File: src/rtl/hilo_muldiv_sequencer.sv
// HI/LO register pair with multi-cycle MULT/DIV sequencing and decode-stage stall.
// Define HILO_ACCUMULATE_EN to enable MADD/MADDU/MSUB/MSUBU (ops 7-10) on the MUL timing path.
module hilo_muldiv_sequencer #(
  parameter int MUL_CYCLES = 4,
  parameter int DIV_ITER   = 32
) (
  input  logic        clk,
  input  logic        reset_n,
  input  logic        start,
  input  logic [3:0]  op,
  input  logic [31:0] rs_value,
  input  logic [31:0] rt_value,
  input  logic        read_hilo,
  input  logic        flush,
  output logic        stall,
  output logic        busy,
  output logic        done,
  output logic [31:0] hi,
  output logic [31:0] lo
);

  localparam int CNT_W = 6;

  localparam logic [3:0] OP_MULT  = 4'd1;
  localparam logic [3:0] OP_MULTU = 4'd2;
  localparam logic [3:0] OP_DIV   = 4'd3;
  localparam logic [3:0] OP_DIVU  = 4'd4;
  localparam logic [3:0] OP_MTHI  = 4'd5;
  localparam logic [3:0] OP_MTLO  = 4'd6;
`ifdef HILO_ACCUMULATE_EN
  localparam logic [3:0] OP_MADD  = 4'd7;
  localparam logic [3:0] OP_MADDU = 4'd8;
  localparam logic [3:0] OP_MSUB  = 4'd9;
  localparam logic [3:0] OP_MSUBU = 4'd10;
`endif

  typedef enum logic [1:0] {
    S_IDLE = 2'd0,
    S_MUL  = 2'd1,
    S_DIV  = 2'd2,
    S_FIX  = 2'd3
  } state_t;

  state_t             r_state;
  state_t             w_next;
  logic [CNT_W-1:0]   r_cnt;
  logic [31:0]        r_hi;
  logic [31:0]        r_lo;
  logic               r_done;

  logic [63:0]        r_prod;
  logic [31:0]        r_a;
  logic               r_div0;
  logic               r_neg_a;
  logic               r_neg_b;
  logic [31:0]        r_quo;
  logic [31:0]        r_rem;
  logic [31:0]        r_dvs;
`ifdef HILO_ACCUMULATE_EN
  logic [1:0]         r_acc;
  logic [1:0]         w_acc;
`endif

  logic               w_is_mul;
  logic               w_is_div;
  logic               w_signed;
  logic               w_idle;
  logic               w_accept;
  logic               w_mul_done;
  logic               w_div_done;
  logic signed [63:0] w_mul_a;
  logic signed [63:0] w_mul_b;
  logic signed [63:0] w_prod;
  logic [31:0]        w_abs_a;
  logic [31:0]        w_abs_b;
  logic [32:0]        w_shift;
  logic [32:0]        w_trial;
  logic [63:0]        w_mul_res;
  logic [31:0]        w_quo_fix;
  logic [31:0]        w_rem_fix;

  always_comb begin
    w_is_mul = 1'b0;
    w_is_div = 1'b0;
    w_signed = 1'b0;
    case (op)
      OP_MULT:  begin w_is_mul = 1'b1; w_signed = 1'b1; end
      OP_MULTU: w_is_mul = 1'b1;
      OP_DIV:   begin w_is_div = 1'b1; w_signed = 1'b1; end
      OP_DIVU:  w_is_div = 1'b1;
`ifdef HILO_ACCUMULATE_EN
      OP_MADD, OP_MSUB:   begin w_is_mul = 1'b1; w_signed = 1'b1; end
      OP_MADDU, OP_MSUBU: w_is_mul = 1'b1;
`endif
      default: ;
    endcase
  end

`ifdef HILO_ACCUMULATE_EN
  always_comb begin
    w_acc = 2'b00;
    if (op == OP_MADD || op == OP_MADDU)
      w_acc = 2'b01;
    else if (op == OP_MSUB || op == OP_MSUBU)
      w_acc = 2'b10;
  end
`endif

  assign w_idle   = (r_state == S_IDLE);
  assign w_accept = start & ~flush & w_idle;

  // Operand preparation: one 64x64 multiply serves both signednesses via extension.
  assign w_mul_a = {{32{w_signed & rs_value[31]}}, rs_value};
  assign w_mul_b = {{32{w_signed & rt_value[31]}}, rt_value};
  assign w_prod  = w_mul_a * w_mul_b;
  assign w_abs_a = (w_signed & rs_value[31]) ? (32'd0 - rs_value) : rs_value;
  assign w_abs_b = (w_signed & rt_value[31]) ? (32'd0 - rt_value) : rt_value;

  assign w_shift = {r_rem, r_quo[31]};
  assign w_trial = w_shift - {1'b0, r_dvs};

  // Operand/iteration datapath: no reset, contents only meaningful while busy.
  always_ff @(posedge clk) begin
    if (w_accept & (w_is_mul | w_is_div)) begin
      r_prod  <= w_prod;
      r_a     <= rs_value;
      r_div0  <= (rt_value == 32'd0);
      r_neg_a <= w_signed & rs_value[31];
      r_neg_b <= w_signed & rt_value[31];
      r_quo   <= w_abs_a;
      r_dvs   <= w_abs_b;
      r_rem   <= 32'd0;
`ifdef HILO_ACCUMULATE_EN
      r_acc   <= w_acc;
`endif
    end else if (r_state == S_DIV) begin
      if (!w_trial[32]) begin
        r_rem <= w_trial[31:0];
        r_quo <= {r_quo[30:0], 1'b1};
      end else begin
        r_rem <= w_shift[31:0];
        r_quo <= {r_quo[30:0], 1'b0};
      end
    end
  end

`ifdef HILO_ACCUMULATE_EN
  always_comb begin
    case (r_acc)
      2'b01:   w_mul_res = {r_hi, r_lo} + r_prod;
      2'b10:   w_mul_res = {r_hi, r_lo} - r_prod;
      default: w_mul_res = r_prod;
    endcase
  end
`else
  assign w_mul_res = r_prod;
`endif

  // Sign fix-up stage; divide-by-zero bypasses the iterated result entirely.
  assign w_quo_fix = r_div0 ? 32'hFFFF_FFFF :
                     ((r_neg_a ^ r_neg_b) ? (32'd0 - r_quo) : r_quo);
  assign w_rem_fix = r_div0 ? r_a : (r_neg_a ? (32'd0 - r_rem) : r_rem);

  assign w_mul_done = ~flush & (r_state == S_MUL) & (r_cnt == '0);
  assign w_div_done = ~flush & (r_state == S_FIX);

  always_ff @(posedge clk or negedge reset_n) begin
    if (!reset_n)
      r_state <= S_IDLE;
    else
      r_state <= w_next;
  end

  always_comb begin
    w_next = r_state;
    case (r_state)
      S_IDLE: begin
        if (w_accept & w_is_mul)
          w_next = S_MUL;
        else if (w_accept & w_is_div)
          w_next = S_DIV;
      end
      S_MUL: begin
        if (flush || r_cnt == '0)
          w_next = S_IDLE;
      end
      S_DIV: begin
        if (flush)
          w_next = S_IDLE;
        else if (r_cnt == '0)
          w_next = S_FIX;
      end
      S_FIX:   w_next = S_IDLE;
      default: w_next = S_IDLE;
    endcase
  end

  always_comb begin
    busy  = (r_state != S_IDLE);
    stall = busy & (start | read_hilo);
  end

  always_ff @(posedge clk or negedge reset_n) begin
    if (!reset_n) begin
      r_hi   <= 32'd0;
      r_lo   <= 32'd0;
      r_done <= 1'b0;
      r_cnt  <= '0;
    end else begin
      r_done <= w_mul_done | w_div_done;
      if (w_accept && op == OP_MTHI)
        r_hi <= rs_value;
      if (w_accept && op == OP_MTLO)
        r_lo <= rs_value;
      if (w_mul_done)
        {r_hi, r_lo} <= w_mul_res;
      if (w_div_done) begin
        r_hi <= w_rem_fix;
        r_lo <= w_quo_fix;
      end
      if (w_accept & w_is_mul)
        r_cnt <= CNT_W'(MUL_CYCLES - 1);
      else if (w_accept & w_is_div)
        r_cnt <= CNT_W'(DIV_ITER - 1);
      else if (flush & ~w_idle)
        r_cnt <= '0;
      else if ((r_state == S_MUL || r_state == S_DIV) && r_cnt != '0)
        r_cnt <= r_cnt - CNT_W'(1);
    end
  end

  assign done = r_done;
  assign hi   = r_hi;
  assign lo   = r_lo;

endmodule

File: config.mk
export PLATFORM = sky130hd
export DESIGN_NAME = hilo_muldiv_sequencer
export DESIGN_NICKNAME = d
export VERILOG_FILES = /design/src/rtl/hilo_muldiv_sequencer.sv
export SDC_FILE = /design/constraint.sdc
export NUM_CORES = 2
export LEC_CHECK = 0
export ABC_AREA = 1
export BUFFER_PORTS_ARGS = -buffer_cell sky130_fd_sc_hd__buf_2
export CORE_MARGIN = 3
export CORE_UTILIZATION = 50
export DETAILED_ROUTE_END_ITERATION = 8
export PLACE_DENSITY = 0.63
export SYNTH_ARGS = -nofsm -noshare
export SYNTH_HDL_FRONTEND = slang
export SYNTH_SLANG_ARGS = --single-unit
File: constraint.sdc
create_clock -name clk -period 5.5 [get_ports clk]
set_input_delay 0.275 -clock clk [delete_from_list [all_inputs] [get_ports clk]]
set_output_delay 0.275 -clock clk [all_outputs]
set_load 0.05 [all_outputs]
-- Yosys cells after proc, flatten, opt, wreduce, memory -nomap -nowiden
Cells that the tools add are included.
- bitwise operators: 18
- equal/unequal tests: 12
- $add $sub $neg: 6
- mux-type cells: 29
- reduce and logical (&&, ||, !) cells: 18
- multipliers: 1
- operator list (kind ; number):
    $mux 32 ; 15
    $sub 1x32->32 const A ; 4
    $mul 33x33->64 ; 1
    $sub 33x32->33 ; 1
    $logic_not 32->1 ; 1
    $mux 6 ; 4
    $and 1x1->1 ; 12
    $eq 4x3->1 const B ; 3
    $mux 2 ; 5
    $eq 4x2->1 const B ; 2
    $pmux 2 s4 ; 1
    $logic_not 6->1 ; 1
    $reduce_bool 3->1 ; 2
    $reduce_bool 6->1 ; 1
    $reduce_or 2->1 ; 3
    $sub 6x1->6 const B ; 1
    $eq 2x2->1 const B ; 2
    $eq 4x1->1 const B ; 1
    $mux 1 ; 4
    $reduce_bool 2->1 ; 2
    $reduce_bool 4->1 ; 1
    $logic_and 1x1->1 ; 3
    $ne 3x1->1 const B ; 1
    $ne 3x2->1 const B ; 1
    8 further kinds ; 12
- bits of input ports: 73
- output and inout port bits: 67
- bits in registers: 268

-- Depth between registers and ports, before layout
- word-level depth: 7
- gate-level depth with buffers: 34
- gate-level depth less buffers: 32

-- Worst setup path before layout
Ideal clock, no wire load.
- path kind: input to register
- start: input op[3]
- end: register r_prod[59] (data pin)
- stages on the path: 27
- setup slack: -2147 ps
- arrival: 7395 ps
- cells stage by stage: nor2_2 > nand2_1 > clkbuf_1 > buf_1 > nor2_1 > fa_1 > fa_1 > fa_1 > inv_1 > fa_1 > inv_1 > fa_1 > fa_1 > inv_1 > fa_1 > inv_1 > fa_1 > ha_1 > nand2_1 > nor2_1 > inv_1 > nor2_1 > inv_1 > nor4_1 > nand2_1 > nand4_1 > nand2_1
- word-level cells in the longest chain between the ends: 5
- ends and longest elaborated chain (element ; line ; source):
    start, declared ; 10 ; input logic [3:0] op,
    $eq 4x2->1 or $eq 4x1->1 (tied branches) ; 86 ; case (op)
    $reduce_or 2->1 (no line) * ; - ;
    $mux 1 * ; 86 ;
    $and 1x1->1, on equally long branches ; 113, 114 ;
    $mul 33x33->64 * ; 115 ; assign w_prod = w_mul_a * w_mul_b;
    net w_prod[59] ; 73 ; logic signed [63:0] w_prod;
    end signal, assigned ; 125 ; r_prod <= w_prod;
    end, declared ; 51 ; logic [63:0] r_prod;
Mark *: on every way through the listed nets, which the timed path passes. The rest lies on a longest branch.
A chain may end at the register's enable or synchronous reset.

-- Worst setup path in the final report
- start: input op[2]
- end: register r_prod[49] (data pin)
Same word-level chain as after synthesis.

==> flow_summary.toml <==
[route]
drtAntennaViolNets = 0
wl_mm = 204.5
viasPerCell = 5.286
num_vias = 50300
routedWlPerCell_microns = 21.49
first_pass_iters = 6
drc = 0
drt_iter0_drc = 3904

[place]
dpl_worst_slack_ps = -1891
placed_area_sq_um = 64600
place_hpwl_mm = 170.9
io_buffers = 139
finalWeightedCongestion = 0.9935

[setup_path]
cpMaxStageDelayCell = "fa_1"
rrSetupSlack_ps = 2290
crit_path_start_kind = "input pin"
path_max_fanout = 4
crit_required_ps = 5830
slowest_delay_ps = 560
crit_path_end_kind = "flip-flop"
crit_top_cell = "fa_1"
worstSetupPathType = "input pin to flip-flop"
cp.arrival_ps = 6910
ff2ff_path_depth = 7

[synth]
synth_edf_count = 163
syn_avg_cell_area_sq_um = 7.675
synth_nets = 8905
synthCells = 7452
yosysWarnings = 0
ys.flop_type = "edfxtp_1"
synthDistinctLibCells = 52
synthesis.area_sq_um = 57190
async_flop_share_pct = 27.24
yosysSeqAreaShare_pct = 12.87
ys_ff_latch = 268

[clocking]
cts_tree = "built"
clk_latency_ps = 610
clock_path_buffers = 3
cts_sinks = 268
cts_max_level = 2
cts.reportedPaths.clkPinSlew_ps = 60
cts_buffers = 34
cts_root_buf = "clkbuf_16"

[floorplanning]
die_w_microns = 344.2
start_util_pct = 50.63
die_area_sq_um = 118500
num_io_pins = 140
die_y_microns = 344.2
core_sq_um = 113000
rows = 123

[timing]
rsz0062_at_grt = "yes"
fmax_mhz = 151.9
slew_viol_final = 0
hold_viol_final = 0
worst_pin_slew_ps = 1033
min_period_ps = 6582
finalSetupViolCount = 50
fin_tns_setup_ps = -39130
setup_ws_ps = -1082
finalClockSkew_ps = 36.44
slew_headroom_pct = 31.11
period_share_pct = 119.7

[global_route]
grt_max_degree = 91
track_usage_pct = 34.99
grt_pass1_wl_mm = 311.7
antenna_found_initial = 6
grt_pass1_vias = 52540
grt_overflow = 0

[layout]
final_common_cell = "nand2_1"
final_area_sq_um = 69410
utilization_pct = 61.45
synthToLayoutAreaGrowth_pct = 21.36
final_cell_mix = "2044 x nand2_1, 1772 x inv_1, 1076 x fa_1"
nets = 9442
final_layout_size_suffix_gt1_share_pct = 18.60

[job]
max_cap_violations = 0

[min_path]
min_path_type = "input pin to flip-flop"
hold_path_depth = 4

[run_status]
status = "complete, but fails checks"
violations = "negative setup slack"
[cells in the mapped netlist (25+ instances only)]
cell,instances,area [sq um]
o21ai_0,143,715.7
nand3_1,332,1662
xor2_1,94,823.3
nand2_1,2168,8138
nand4_1,46,287.8
o21bai_1,25,187.7
edfxtp_1,163,4895
clkbuf_1,197,739.5
dfrtp_1,73,1827
buf_1,98,367.9
nor2_1,410,1539
xnor2_1,34,297.8
nor3_1,44,220.2
buf_2,35,175.2
dfxtp_1,32,640.6
a21oi_1,198,991.0
fa_1,1126,22540
inv_1,1835,6888
ha_1,254,3178
[flip-flops by register name, summed over array words and instances (netlist names)]
signal and count:
lo 32, r_neg_b 1, r_a 32, r_quo 32, r_cnt 6, hi 32, r_dvs 32, r_prod 64
r_rem 32, r_state 2, done 1, r_neg_a 1, r_div0 1
[layout make-up]
class | count | area (sq um)
repair buffers | 840 | 7796
well taps | 1500 | 1877
diodes | 1 | 2.502
inverters | 1843 | 6932
multi-input cells | 5002 | 44290
clock inverters | 19 | 241.5
flip-flops and latches | 268 | 7362
clock buffers | 43 | 914.6
fillers | 10090 | 43550
[through the flow]
stage,hold slack (ps),cells
floorplan,-20.59,7452
global placement,461.0,9387
detailed placement,462.7,9387
CTS,135.8,9490
global route,147.2,9515
finish,178.1,9516
[kinds of logic (layout without fill, tap and decap cells)]
logic type | after synthesis | count (layout) | share of synthesized area [%]
AOI/OAI and AO/OA | 421 | 421 | 4.012
xor gates and xnor gates | 128 | 128 | 1.960
adders and majority gates | 1380 | 1380 | 44.97
buffers and inverters | 2182 | 2745 | 14.48
DFF | 268 | 268 | 12.87
other | 0 | 1 | 0
and+or+nand+nor | 3073 | 3073 | 21.71
[per-layer routing]
metal  wire length [microns]  vias up  GRT usage (%)
li1                        -    22800              -
met2                   97570     2113          58.53
met1                   77070    24780          44.13
met5                      31        -              0
met3                   17980      601          6.439
met4                   11880        6          16.28
[worst max-delay path: cells and delay by family]
family	cells	cell delay, ps
adder cells (fa/ha/maj)	9	4190
buffers and inverters	10	1110
AND/OR/NAND/NOR	10	910
AO/OA/AOI/OAI	3	390
[path summary, 6_finish.rpt]
| path | end | start |
|---|---|---|
| worst max register to register | r_dvs[26]$_DFFE_PP_ | r_state[1]$_DFFE_PN0P_ |
| max in group asynchronous | hi[12]$_DFFE_PN0P_ | reset_n |
| worst min register to register | lo[30]$_DFFE_PN0P_ | lo[30]$_DFFE_PN0P_ |
| worst min-delay path | r_cnt[2]$_DFFE_PN0P_ | flush |
| min in group asynchronous | lo[10]$_DFFE_PN0P_ | reset_n |
| worst max-delay path | r_prod[49]$_DFFE_PP_ | op[2] |
[what timing repair did]
action	CTS	global route
hold endpoints to repair	73	0
endpoints found under the setup margin	53	53
cloned	2	2
buffers inserted	40	24
pin swaps	121	116
hold buffers	1	0
gates resized for setup	557	263
Power is left out: the tool's default activity adds up to more than one toggle a clock period on the data nets, which glitch-free logic cannot reach.
